$ cat src/rtl/vicuna_launch_ctrl.sv
// TL-UL register-mapped run controller for Vicuna worker cores: per-core boot
// address, reset/fetch-enable sequencing, done tracking and a level irq.
package tlul_pkg;
    localparam logic [2:0] PutFullData    = 3'h0;
    localparam logic [2:0] PutPartialData = 3'h1;
    localparam logic [2:0] Get            = 3'h4;
    localparam logic [2:0] AccessAck      = 3'h0;
    localparam logic [2:0] AccessAckData  = 3'h1;

    typedef struct packed {
        logic        a_valid;
        logic [2:0]  a_opcode;
        logic [2:0]  a_param;
        logic [1:0]  a_size;
        logic [7:0]  a_source;
        logic [31:0] a_address;
        logic [3:0]  a_mask;
        logic [31:0] a_data;
        logic        d_ready;
    } tl_h2d_t;

    typedef struct packed {
        logic        d_valid;
        logic [2:0]  d_opcode;
        logic [2:0]  d_param;
        logic [1:0]  d_size;
        logic [7:0]  d_source;
        logic        d_sink;
        logic [31:0] d_data;
        logic        d_error;
        logic        a_ready;
    } tl_d2h_t;
endpackage

module vicuna_launch_ctrl
    import tlul_pkg::*;
#(
    parameter int unsigned NumCores        = 2,
    parameter int unsigned RstCycles       = 8,
    parameter logic [31:0] BootAddrDefault = 32'h0000_0000
) (
    input  logic                   clk_i,
    input  logic                   rst_ni,
    input  tl_h2d_t                tl_i,
    output tl_d2h_t                tl_o,
    output logic [NumCores-1:0]    core_rst_no,
    output logic [NumCores-1:0]    core_fetch_en_o,
    output logic [NumCores*32-1:0] core_boot_addr_o,
    input  logic [NumCores-1:0]    core_done_i,
    output logic                   irq_o
);
    localparam int CntW = (RstCycles > 1) ? $clog2(RstCycles) : 1;

    typedef enum logic [1:0] {StIdle, StRst, StRun, StDone} core_st_e;

    logic                      rsp_pending_q, rsp_err_q;
    logic [2:0]                rsp_op_q;
    logic [1:0]                rsp_size_q;
    logic [7:0]                rsp_source_q;
    logic [31:0]               rsp_data_q;
    logic [NumCores-1:0]       done_q, done_d, irq_en_q, irq_en_d;
    logic [NumCores-1:0][31:0] boot_q;
    logic                      irq_q;

    logic                a_ready, accept, is_get, is_put, mapped, err, wr;
    logic [5:0]          widx;
    logic                hit_start, hit_abort, hit_status, hit_clr, hit_irqen, hit_boot;
    logic [NumCores-1:0] start_w, abort_w, clr_w, boot_we;
    logic [NumCores-1:0] busy, run, done_set, boot_ok;
    logic [31:0]         rdata;

    // Only the low byte of the address is decoded; the crossbar selects this window.
    assign widx       = tl_i.a_address[7:2];
    assign hit_start  = (widx == 6'd0);
    assign hit_abort  = (widx == 6'd1);
    assign hit_status = (widx == 6'd2);
    assign hit_clr    = (widx == 6'd3);
    assign hit_irqen  = (widx == 6'd4);
    assign hit_boot   = (widx[5:3] == 3'b001) && (32'(widx[2:0]) < NumCores);
    assign mapped     = hit_start | hit_abort | hit_status | hit_clr | hit_irqen | hit_boot;

    assign is_get  = (tl_i.a_opcode == Get);
    assign is_put  = (tl_i.a_opcode == PutFullData) || (tl_i.a_opcode == PutPartialData);
    assign err     = !(mapped && (is_get || is_put));
    assign a_ready = !rsp_pending_q || tl_i.d_ready;
    assign accept  = tl_i.a_valid && a_ready;
    assign wr      = accept && is_put && !err;

    assign start_w = (wr && hit_start) ? tl_i.a_data[NumCores-1:0] : '0;
    assign abort_w = (wr && hit_abort) ? tl_i.a_data[NumCores-1:0] : '0;
    assign clr_w   = (wr && hit_clr)   ? tl_i.a_data[NumCores-1:0] : '0;

    always_comb begin
        boot_we = '0;
        for (int i = 0; i < NumCores; i++)
            boot_we[i] = wr && hit_boot && (widx[2:0] == 3'(i)) && boot_ok[i];
    end

    always_comb begin
        rdata = '0;
        if (is_get && !err) begin
            if (hit_status) begin
                rdata[NumCores-1:0] = busy;
                rdata[8+:NumCores]  = done_q;
            end else if (hit_irqen) begin
                rdata[NumCores-1:0] = irq_en_q;
            end else if (hit_boot) begin
                for (int i = 0; i < NumCores; i++)
                    if (widx[2:0] == 3'(i)) rdata = boot_q[i];
            end
        end
    end

    // A done pulse in the same cycle as DONE_CLR must survive, hence set after clear.
    assign done_d   = (done_q & ~clr_w) | done_set;
    assign irq_en_d = (wr && hit_irqen) ? tl_i.a_data[NumCores-1:0] : irq_en_q;

    always_ff @(posedge clk_i or negedge rst_ni) begin
        if (!rst_ni) begin
            done_q   <= '0;
            irq_en_q <= '0;
            irq_q    <= 1'b0;
            boot_q   <= {NumCores{BootAddrDefault}};
        end else begin
            done_q   <= done_d;
            irq_en_q <= irq_en_d;
            irq_q    <= |(done_q & irq_en_q);
            for (int i = 0; i < NumCores; i++)
                if (boot_we[i]) boot_q[i] <= tl_i.a_data;
        end
    end

    always_ff @(posedge clk_i or negedge rst_ni) begin
        if (!rst_ni) begin
            rsp_pending_q <= 1'b0;
            rsp_err_q     <= 1'b0;
            rsp_op_q      <= AccessAck;
            rsp_size_q    <= '0;
            rsp_source_q  <= '0;
            rsp_data_q    <= '0;
        end else if (accept) begin
            rsp_pending_q <= 1'b1;
            rsp_err_q     <= err;
            rsp_op_q      <= is_get ? AccessAckData : AccessAck;
            rsp_size_q    <= tl_i.a_size;
            rsp_source_q  <= tl_i.a_source;
            rsp_data_q    <= rdata;
        end else if (tl_i.d_ready) begin
            rsp_pending_q <= 1'b0;
        end
    end

    for (genvar i = 0; i < NumCores; i++) begin : g_core
        core_st_e        st_q, st_d;
        logic [CntW-1:0] cnt_q, cnt_d;
        logic            run_q, set_l;

        always_comb begin
            st_d  = st_q;
            cnt_d = cnt_q;
            set_l = 1'b0;
            case (st_q)
                StIdle, StDone: if (start_w[i]) begin
                    st_d  = StRst;
                    cnt_d = CntW'(RstCycles - 1);
                end
                StRst: begin
                    if (cnt_q == '0) st_d = StRun;
                    else             cnt_d = cnt_q - 1'b1;
                end
                StRun: if (core_done_i[i]) begin
                    st_d  = StDone;
                    set_l = 1'b1;
                end
                default: st_d = StIdle;
            endcase
            if (abort_w[i]) begin
                st_d  = StIdle;
                set_l = 1'b0;
            end
        end

        always_ff @(posedge clk_i or negedge rst_ni) begin
            if (!rst_ni) begin
                st_q  <= StIdle;
                cnt_q <= '0;
                run_q <= 1'b0;
            end else begin
                st_q  <= st_d;
                cnt_q <= cnt_d;
                run_q <= (st_d == StRun);
            end
        end

        assign run[i]      = run_q;
        assign done_set[i] = set_l;
        assign busy[i]     = (st_q == StRst) || (st_q == StRun);
        assign boot_ok[i]  = (st_q == StIdle) || (st_q == StDone);
    end

    assign core_rst_no      = run;
    assign core_fetch_en_o  = run;
    assign core_boot_addr_o = boot_q;
    assign irq_o            = irq_q;

    assign tl_o.d_valid  = rsp_pending_q;
    assign tl_o.d_opcode = rsp_op_q;
    assign tl_o.d_param  = 3'b0;
    assign tl_o.d_size   = rsp_size_q;
    assign tl_o.d_source = rsp_source_q;
    assign tl_o.d_sink   = 1'b0;
    assign tl_o.d_data   = rsp_data_q;
    assign tl_o.d_error  = rsp_err_q;
    assign tl_o.a_ready  = a_ready;

    logic unused_tl;
    assign unused_tl = ^{tl_i.a_param, tl_i.a_mask, tl_i.a_address[31:8], tl_i.a_address[1:0]};
endmodule

$ cat config.mk
export PLATFORM = sky130hd
export DESIGN_NAME = vicuna_launch_ctrl
export DESIGN_NICKNAME = d
export VERILOG_FILES = /design/src/rtl/vicuna_launch_ctrl.sv
export SDC_FILE = /design/constraint.sdc
export NUM_CORES = 1
export LEC_CHECK = 0
export CAP_MARGIN = 30
export CORE_MARGIN = 2
export CORE_UTILIZATION = 30
export CTS_BUF_LIST = sky130_fd_sc_hd__clkbuf_4
export DETAILED_ROUTE_END_ITERATION = 7
export GPL_TIMING_DRIVEN = 0
export PLACE_DENSITY = 0.61
export SLEW_MARGIN = 20
export SYNTH_ARGS = -nofsm -noshare
export SYNTH_HDL_FRONTEND = slang
export SYNTH_SLANG_ARGS = --single-unit
$ cat constraint.sdc
create_clock -name clk_i -period 1.7 [get_ports clk_i]
set_input_delay 0.34 -clock clk_i [delete_from_list [all_inputs] [get_ports clk_i]]
set_output_delay 0.34 -clock clk_i [all_outputs]
set_load 0.02 [all_outputs]
==> results.ini <==
[run_status]
status = finished with violations
violations = setup timing

[cts]
tritoncts = yes
cts.sinks = 126
root_buffer = clkbuf_4
numCtsBuffers = 17
insertion_delay_ns = 0.53
path_clk_slew_ns = 0.11
htree_num_levels = 4
cts.path.max_buffers = 2

[layout]
drive_above_1_share_pct = 39.13
syn_to_final_growth_pct = 55.10
nNetsFinal = 798
nFillCells = 1729
final_cells = 947
num_antenna_cells = 0
seq_area_mm2 = 0.003154
multiInputGateArea_mm2 = 0.002708
final_cell_area_mm2 = 0.008830

[synthesis]
synth_top_family_by_area = multiplexers
synth_cells = 475
dominantRegCellSynth = dfrtp_1
ys_seq_elements = 126
yosysWarnings = 0
synth-async-reset-ratio_pct = 100.0
synthMuxAreaShare_pct = 15.74
syn_area_per_cell_um2 = 11.99
synth-edff-count = 0
synth-compound-area-share_pct = 12.75
synth_xor_area_share_pct = 0
synth_cell_types = 56
yosys.area_share.simple_pct = 8.549
netlist_area_mm2 = 0.005693
yosysSeqAreaShare_pct = 55.38
synth_fa_ha_area_share_pct = 1.758

[floorplanning]
start_util_pct = 30.54
dieWidth_um = 141.8
ios = 211
die_h_um = 141.8
core_mm2 = 0.01864
dieArea_mm2 = 0.02009
rows = 50

[worst_setup_path]
endpoint_kind = register
r2r_slack_ns = -0.21
worst-setup-path-type = in2reg
crit_family = simple AND/OR/NAND/NOR gates
cpMostUsedCell = buf_12
rr_startpoint = rsp_pending_q
startpoint = tl_i[43]
crit_slowest_cell = clkdlybuf4s50_1
crit_buf_inv = 4
critical_path_arrival_ns = 2.41
worst_r2r_endpoint = core_boot_addr_o[18]
crit_path_start_kind = input port
cp_slowest_stage_delay_ns = 0.45
crit_fanout = 5
worstRegToRegCells = 9
crit_required_ns = 2.12
crit_chain = clkdlybuf4s50_1 > nor2_2 > nand3_4 > nor4_4 > and3_4 > buf_12 > buf_12 > buf_12 > mux2_4

[pwr]
p_leak_nw = 4.079
power_density_mw_per_mm2 = 912.7
ir_drop_uv = 344.1

[drt]
routed_via_density = 4.928
post-route-drc-count = 0
ant_nets = 0
vias = 4667
drtIter0Drc = 180
first_pass_iters = 4
drt_wl_total_um = 17990
wire_per_inst_um = 18.99

[timing]
relSlewSlack_pct = 61.37
fin_skew_ns = 0.01559
fmax_ghz = 0.5019
setup_viol_count_final = 88
worst-slew-pin-transition_ns = 0.5795
worst_slack_ns = -0.2924
layout_min_cycle_time_ns = 1.992
tns_ns = -13.84
hold_viol_final = 0
rsz0062_at_grt = true
slew_violations = 0
fin_crit_sh_pct = 117.2

[global_route]
antenna_found_initial = 0
grt_max_degree = 73
grt_use_total_pct = 18.19
grt_pass1_vias = 4915
grt_first_pass_wirelength_um = 27730
grt_overflow = 0

[placed_design]
dpl_cell_area_mm2 = 0.007760
dp.cells = 886
port_buffers = 171
place_congestion = 0.8472
dpl.hpwl_um = 11850

[flow_run]
drv_cap = 0

[min_path]
hold_path_class = in2async

[registers in the layout, indices dropped and copies added (netlist names)]
| register | cells |
|---|---|
| rsp_data_q | 32 |
| rsp_size_q | 2 |
| rsp_op_q | 1 |
| g_core.cnt_q | 6 |
| rsp_pending_q | 1 |
| irq_o | 1 |
| core_boot_addr_o | 64 |
| irq_en_q | 2 |
| rsp_err_q | 1 |
| g_core.run_q | 2 |
| rsp_source_q | 8 |
| g_core.st_q | 4 |
| done_q | 2 |
[cell type report]
class                      count  area share [%]
buffer                        36           3.954
clock buffer                  21           1.785
clock inverter                11           2.154
inverter                      16          0.7227
multi-input combinational    300           30.66
sequential                   126           35.72
tap                          234           3.316
timing repair buffer         203           21.68
[where the power goes]
part / switching (W) / internal, W / leakage [nW] / total (W)
clock network: 0.00113 / 0.00138 / 0.179 / 0.00250
logic: 0.00116 / 0.00103 / 2.21 / 0.00218
registers: 0.000176 / 0.00320 / 1.69 / 0.00337
[worst reg2reg max path: cells and delay by family, from the launching register on]
family | cells | cell delay [ns]
and+or+nand+nor | 4 | 0.65
DFF | 1 | 0.40
buffers and inverters | 4 | 0.47
muxes | 1 | 0.30
[synthesized netlist by cell type, types with 2 or more instances]
| cell type | count | area share, % |
|---|---|---|
| clkbuf_1 | 4 | 0.26 |
| mux2i_1 | 4 | 0.70 |
| o22ai_1 | 2 | 0.22 |
| mux2_2 | 16 | 3.2 |
| mux2_1 | 60 | 12 |
| buf_1 | 2 | 0.13 |
| nand2b_1 | 5 | 0.55 |
| a22o_1 | 3 | 0.46 |
| nand3_1 | 3 | 0.26 |
| nor4_2 | 2 | 0.44 |
| o21ai_1 | 3 | 0.26 |
| o21ai_0 | 34 | 3.0 |
| o32a_1 | 2 | 0.35 |
| buf_2 | 7 | 0.62 |
| buf_4 | 18 | 2.4 |
| ha_1 | 8 | 1.8 |
| buf_6 | 6 | 1.2 |
| o221ai_1 | 2 | 0.31 |
| nor2_1 | 18 | 1.2 |
| inv_1 | 15 | 0.99 |
| nor3_1 | 6 | 0.53 |
| a21oi_1 | 14 | 1.2 |
| and3_1 | 5 | 0.55 |
| dfrtp_1 | 126 | 55 |
| a22oi_1 | 31 | 4.1 |
| a31oi_1 | 7 | 0.77 |
| nand2_1 | 41 | 2.7 |
| nand4_1 | 3 | 0.33 |
[cells in the final DEF (no fill, tap or decap), types with 3 or more instances in the layout]
| cell type | Yosys | final |
|---|---|---|
| clkinvlp_4 | 0 | 3 |
| clkbuf_2 | 0 | 37 |
| mux2_2 | 16 | 12 |
| nor3_1 | 6 | 6 |
| inv_2 | 1 | 4 |
| nand2b_1 | 5 | 3 |
| dlygate4sd2_1 | 0 | 28 |
| mux2i_1 | 4 | 4 |
| inv_1 | 15 | 11 |
| buf_4 | 18 | 29 |
| o21ai_2 | 0 | 29 |
| clkdlybuf4s15_1 | 0 | 46 |
| buf_6 | 6 | 11 |
| o21ai_0 | 34 | 4 |
| a22oi_1 | 31 | 30 |
| clkbuf_4 | 1 | 23 |
| and3_1 | 5 | 3 |
| buf_12 | 0 | 11 |
| ha_1 | 8 | 7 |
| mux2_4 | 0 | 64 |
| a31oi_1 | 7 | 6 |
| bufinv_16 | 0 | 5 |
| nand4_1 | 3 | 3 |
| nand2_1 | 41 | 40 |
| nor2_1 | 18 | 16 |
| o21ai_1 | 3 | 4 |
| buf_16 | 0 | 5 |
| dfrtp_1 | 126 | 125 |
| a21oi_2 | 0 | 3 |
| buf_8 | 0 | 4 |
| a22o_1 | 3 | 3 |
| buf_2 | 7 | 10 |
| conb_1 | 1 | 6 |
| a21oi_1 | 14 | 11 |
| clkdlybuf4s50_1 | 0 | 53 |
[cell families (layout without fill, tap and decap cells)]
kind of cell,count (synthesis),in the layout
flops,126,126
compound gates,110,110
simple gates,96,96
mux,80,80
buf+inv,54,287
fa+ha+maj,8,8
other cells,1,6
[how the worst max path moves through the flow]
stage / cells after the start / end / slack, ns
6_report: 9 / core_boot_addr_o[18] / -0.29
5_1_grt: 9 / core_boot_addr_o[19] / -0.28
4_1_cts: 9 / core_boot_addr_o[37] / -0.22
3_5_place_dp: 8 / core_boot_addr_o[21] / -0.88
3_3_place_gp: 1 / core_boot_addr_o[24] / -4.70
2_1_floorplan: 8 / core_boot_addr_o[33] / -0.01
[per-layer routing]
metal | up-vias | share of wire (%) | GRT usage, % | routed length (um)
met5 | - | 0 | 0 | 0
met4 | 0 | 1.9 | 5.263 | 344
met3 | 27 | 7.4 | 6.615 | 1331
met2 | 147 | 50 | 30.81 | 9018
met1 | 2343 | 41 | 21.78 | 7292
li1 | 2150 | - | - | -
[repair_timing]
action,4_1_cts,5_1_grt
setup buffers,15,11
endpoints found under the hold margin,71,0
pin swaps,33,7
endpoints found under the setup margin,217,188
cloned,9,0
hold buffers,1,0
gates resized for setup,304,155
[stage by stage]
step	util, %	power [W]	hold slack, ns	worst slack [ns]
2_1_floorplan	-	0.004555	0.04441	-0.01151
3_3_place_gp	41.45	0.005160	0.4623	-4.701
3_5_place_dp	41.62	0.005260	0.3589	-0.8779
4_1_cts	47.34	0.007868	0.3330	-0.2183
5_1_grt	47.36	0.008524	0.3472	-0.2799
6_report	47.36	0.008059	0.3735	-0.2924
(Power assumes the default switching activity.)
==> variant (config.mk and constraints unchanged) <==
Re-encode `core_st_e` (4 values) as one-hot, 4 bits wide.
--- a/src/rtl/vicuna_launch_ctrl.sv
+++ b/src/rtl/vicuna_launch_ctrl.sv
@@ -53,3 +53,3 @@
 
-    typedef enum logic [1:0] {StIdle, StRst, StRun, StDone} core_st_e;
+    typedef enum logic [3:0] {StIdle = 4'b0001, StRst = 4'b0010, StRun = 4'b0100, StDone = 4'b1000} core_st_e;
 
Behaviour: no difference found for any inputs over 4 cycles, from zero or initial values and one cycle with rst_ni low; so few cycles prove little.
==> variant against the unedited design <==
Critical endpoint is now core_boot_addr_o[31]. The flow still finishes with violations (setup timing). Cell area fell by 0.96%. Routed wire length is 1.5% lower. First-iteration DRC count increased by 31%. Worst setup slack worse by 86 ps. Area after synthesis grew 1.4%. Synthesized cell count decreased by 1.3%. Via count down 1.5%. Register-to-register slack got worse by 170 ps. Sequential cell count is 4 higher. Sequential share of layout area is 1.5 points higher. Count of clock-buffer cells in the layout down 4.
Power is not compared: it rests on default switching activity, and its combinational part moved more than twofold at a synthesized area within 25%.
==> variant: results (changes against the unedited design) <==
Parameter                              Value

Setup path
  Largest stage delay on the critical path    400 ps (was 450 ps)
  Cell with the largest stage delay on the worst path    dfrtp_1 (was clkdlybuf4s50_1)
  Data arrival time at the worst-slack endpoint    2500 ps (was 2410 ps)
  Maximum net fanout on the critical path    8 (was 5)
  Worst reg2reg path depth    7 (was 9)
  Launch point of the worst reg-to-reg path    g_core[0].st_q[3] (was rsp_pending_q)
  Terminus of the critical flop-to-flop path    core_boot_addr_o[31] (was core_boot_addr_o[18])
  Setup Crit Path Kind    reg2reg (was in2reg)

Detailed routing
  Routed wire length    17.7 mm (was 18.0 mm)
  DR vias    4596 (was 4667)
  Number of iterations in the first detailed-routing pass    4 (unchanged)
  Mean routed wirelength per cell    19.0 um (about the same)
  Initial detailed-routing violation count    236 (was 180)

Timing
  Final clock skew    20.1 ps (was 15.6 ps)
  Count of final setup violators    72 (was 88)
  Fin Setup TNS    -22990 ps (was -13840 ps)
  Fraction of the cycle the final worst path needs    122% (was 117%)
  Final WS setup    -378 ps (was -292 ps)
  Worst rel slew slack    59.0% (was 61.4%)

Clock network
  Clock transition at the registers of the reported paths    120 ps
  Clock latency reported for the late side of the worst-skew pair    550 ps (was 530 ps)

Placement
  Number of instances in the placed design    879 (was 886)
  Post-detailed-placement half-perimeter wirelength    12.0 mm (was 11.9 mm)
  Count of input and output buffers    170 (was 171)
  Weighted congestion at the end of routability-driven global placement    0.815 (was 0.847)

Logic synthesis
  Distinct cell type count after synthesis    53 (was 56)
  Most instantiated cells after synthesis    dfrtp_1 (128), mux2_2 (75), nand2_1 (36), o21ai_0 (36), a22oi_1 (29) (was dfrtp_1 (126), mux2_1 (60), nand2_1 (41))
  Count of warnings emitted by yosys    0 (unchanged)
  Average footprint of a synthesized cell    12.3 um2 (was 12.0 um2)
  Sequential fraction of the synthesis area    56.4% (was 55.4%)
  Top area cells in the synthesized netlist    dfrtp_1 (55%), mux2_2 (15%), a22oi_1 (3.8%) (was dfrtp_1 (55%), mux2_1 (12%), a22oi_1 (4.1%))
  Ys async rst share    100% (unchanged)

GRT
  Number of global-route vias before repair    4949 (was 4915)
  First-pass GRT wire length    27.6 mm (was 27.7 mm)
  Global-route total usage across every layer    17.7% (was 18.2%)
  Maximum number of pins on one net before global-route repair    76 (was 73)
  Initial antenna violation count    1 (was 0)

Finish
  Area grow syn2layout    51.5% (was 55.1%)
  Fraction of final layout cells sized beyond drive strength 1    34.7% (was 39.1%)
  Final net count    780 (was 798)
  Total of fill cells in the finished design    1744 (was 1729)

Power and ir drop
  Max rail drop VDD    between 0.3 and 0.4 mV
  Leakage power    3.99 nW

Run status
  Violated checks    setup timing (unchanged)
  Outcome    complete, but fails checks (unchanged)

Min path
  HP Class    in2async (unchanged)
==> variant: changes by cell type in the layout (fill, tap and decap cells not counted), moves of 6 or more <==
cell           delta
nor2b_1           +7
dlygate4sd2_1     +6
o21ai_1           +8
o21ai_0          +18
nand3_1           +7
a31oi_1           -6
a21oi_1           -8
o21ai_2          -27
==> variant: worst min path at each step <==
stage                               end  cells after the start        start  slack (ps)
finish              core_boot_addr_o[3]                      2       rst_ni         290
global route        core_boot_addr_o[3]                      2       rst_ni         270
CTS                       rsp_pending_q                      2     tl_i[85]         140
detailed placement  core_boot_addr_o[3]                      1       rst_ni         290
global placement            rsp_op_q[0]                      2  rsp_op_q[0]         460
floorplan           core_boot_addr_o[0]                      0       rst_ni          40
==> variant: report_power, final <==
| part | internal (mW) | switching (mW) | leakage, nW | total [mW] |
|---|---|---|---|---|
| logic | 0.334 | 0.381 | 2.09 | 0.715 |
| clock network | 1.00 | 1.21 | 0.140 | 2.21 |
| registers | 3.16 | 0.0427 | 1.76 | 3.20 |
==> variant: worst register-to-register path, delay by kind of cell (launching register included) <==
family / cells / cell delay [ps]
xor+xnor: 1 / 130
mux: 1 / 290
simple gates: 2 / 590
flops: 1 / 400
buf+inv: 3 / 550
==> variant: routing by layer <==
layer  up-vias  part of all wire [%]  track usage [%]
met5         -                     0                0
met4         0                   1.1             4.95
li1       2129                     -                -
met1      2318                    43             22.4
met3        13                   5.7             5.47
met2       136                    50             29.4
==> variant: final cells by class <==
cell class / instances / share of cell area, %
repair buffers: 197 / 20.9
multi-input cells: 299 / 31.4
inverters: 7 / 0.300
clock inverters: 13 / 1.86
well taps: 234 / 3.35
plain buffers: 34 / 3.48
flip-flops and latches: 130 / 37.2
diodes: 1 / 0.0286
clock buffers: 17 / 1.46
==> variant: logic make-up after synthesis <==
| kind of cell | share of synthesized area (%) |
|---|---|
| compound gates | 11.2 |
| xor+xnor | 0.607 |
| fa+ha+maj | 0.867 |
| buf+inv | 4.70 |
| flops | 56.4 |
| mux | 16.1 |
| other cells | 0.0650 |
| simple gates | 10.1 |
==> variant: repair_timing <==
action                                  4_1_cts  5_1_grt
setup buffers                                21        6
pin swaps                                     7       10
gates cloned                                  3        2
resized for setup                           225      164
hold buffers                                  1        0
endpoints found under the setup margin      236      200
hold endpoints to repair                     55        0
==> variant: per-stage QoR <==
| stage | util [%] | setup WS, ps | cell area (um2) | power (mW) |
|---|---|---|---|---|
| after floorplan | - | -333 | 5940 | 3.53 |
| after detailed placement | 42.5 | -1180 | 7970 | 3.94 |
| after global routing | 46.6 | -451 | 8740 | 6.40 |
| after global placement | 42.3 | -4840 | 7940 | 3.92 |
| final | 46.6 | -378 | 8740 | 6.13 |
| after CTS | 46.5 | -452 | 8720 | 6.17 |
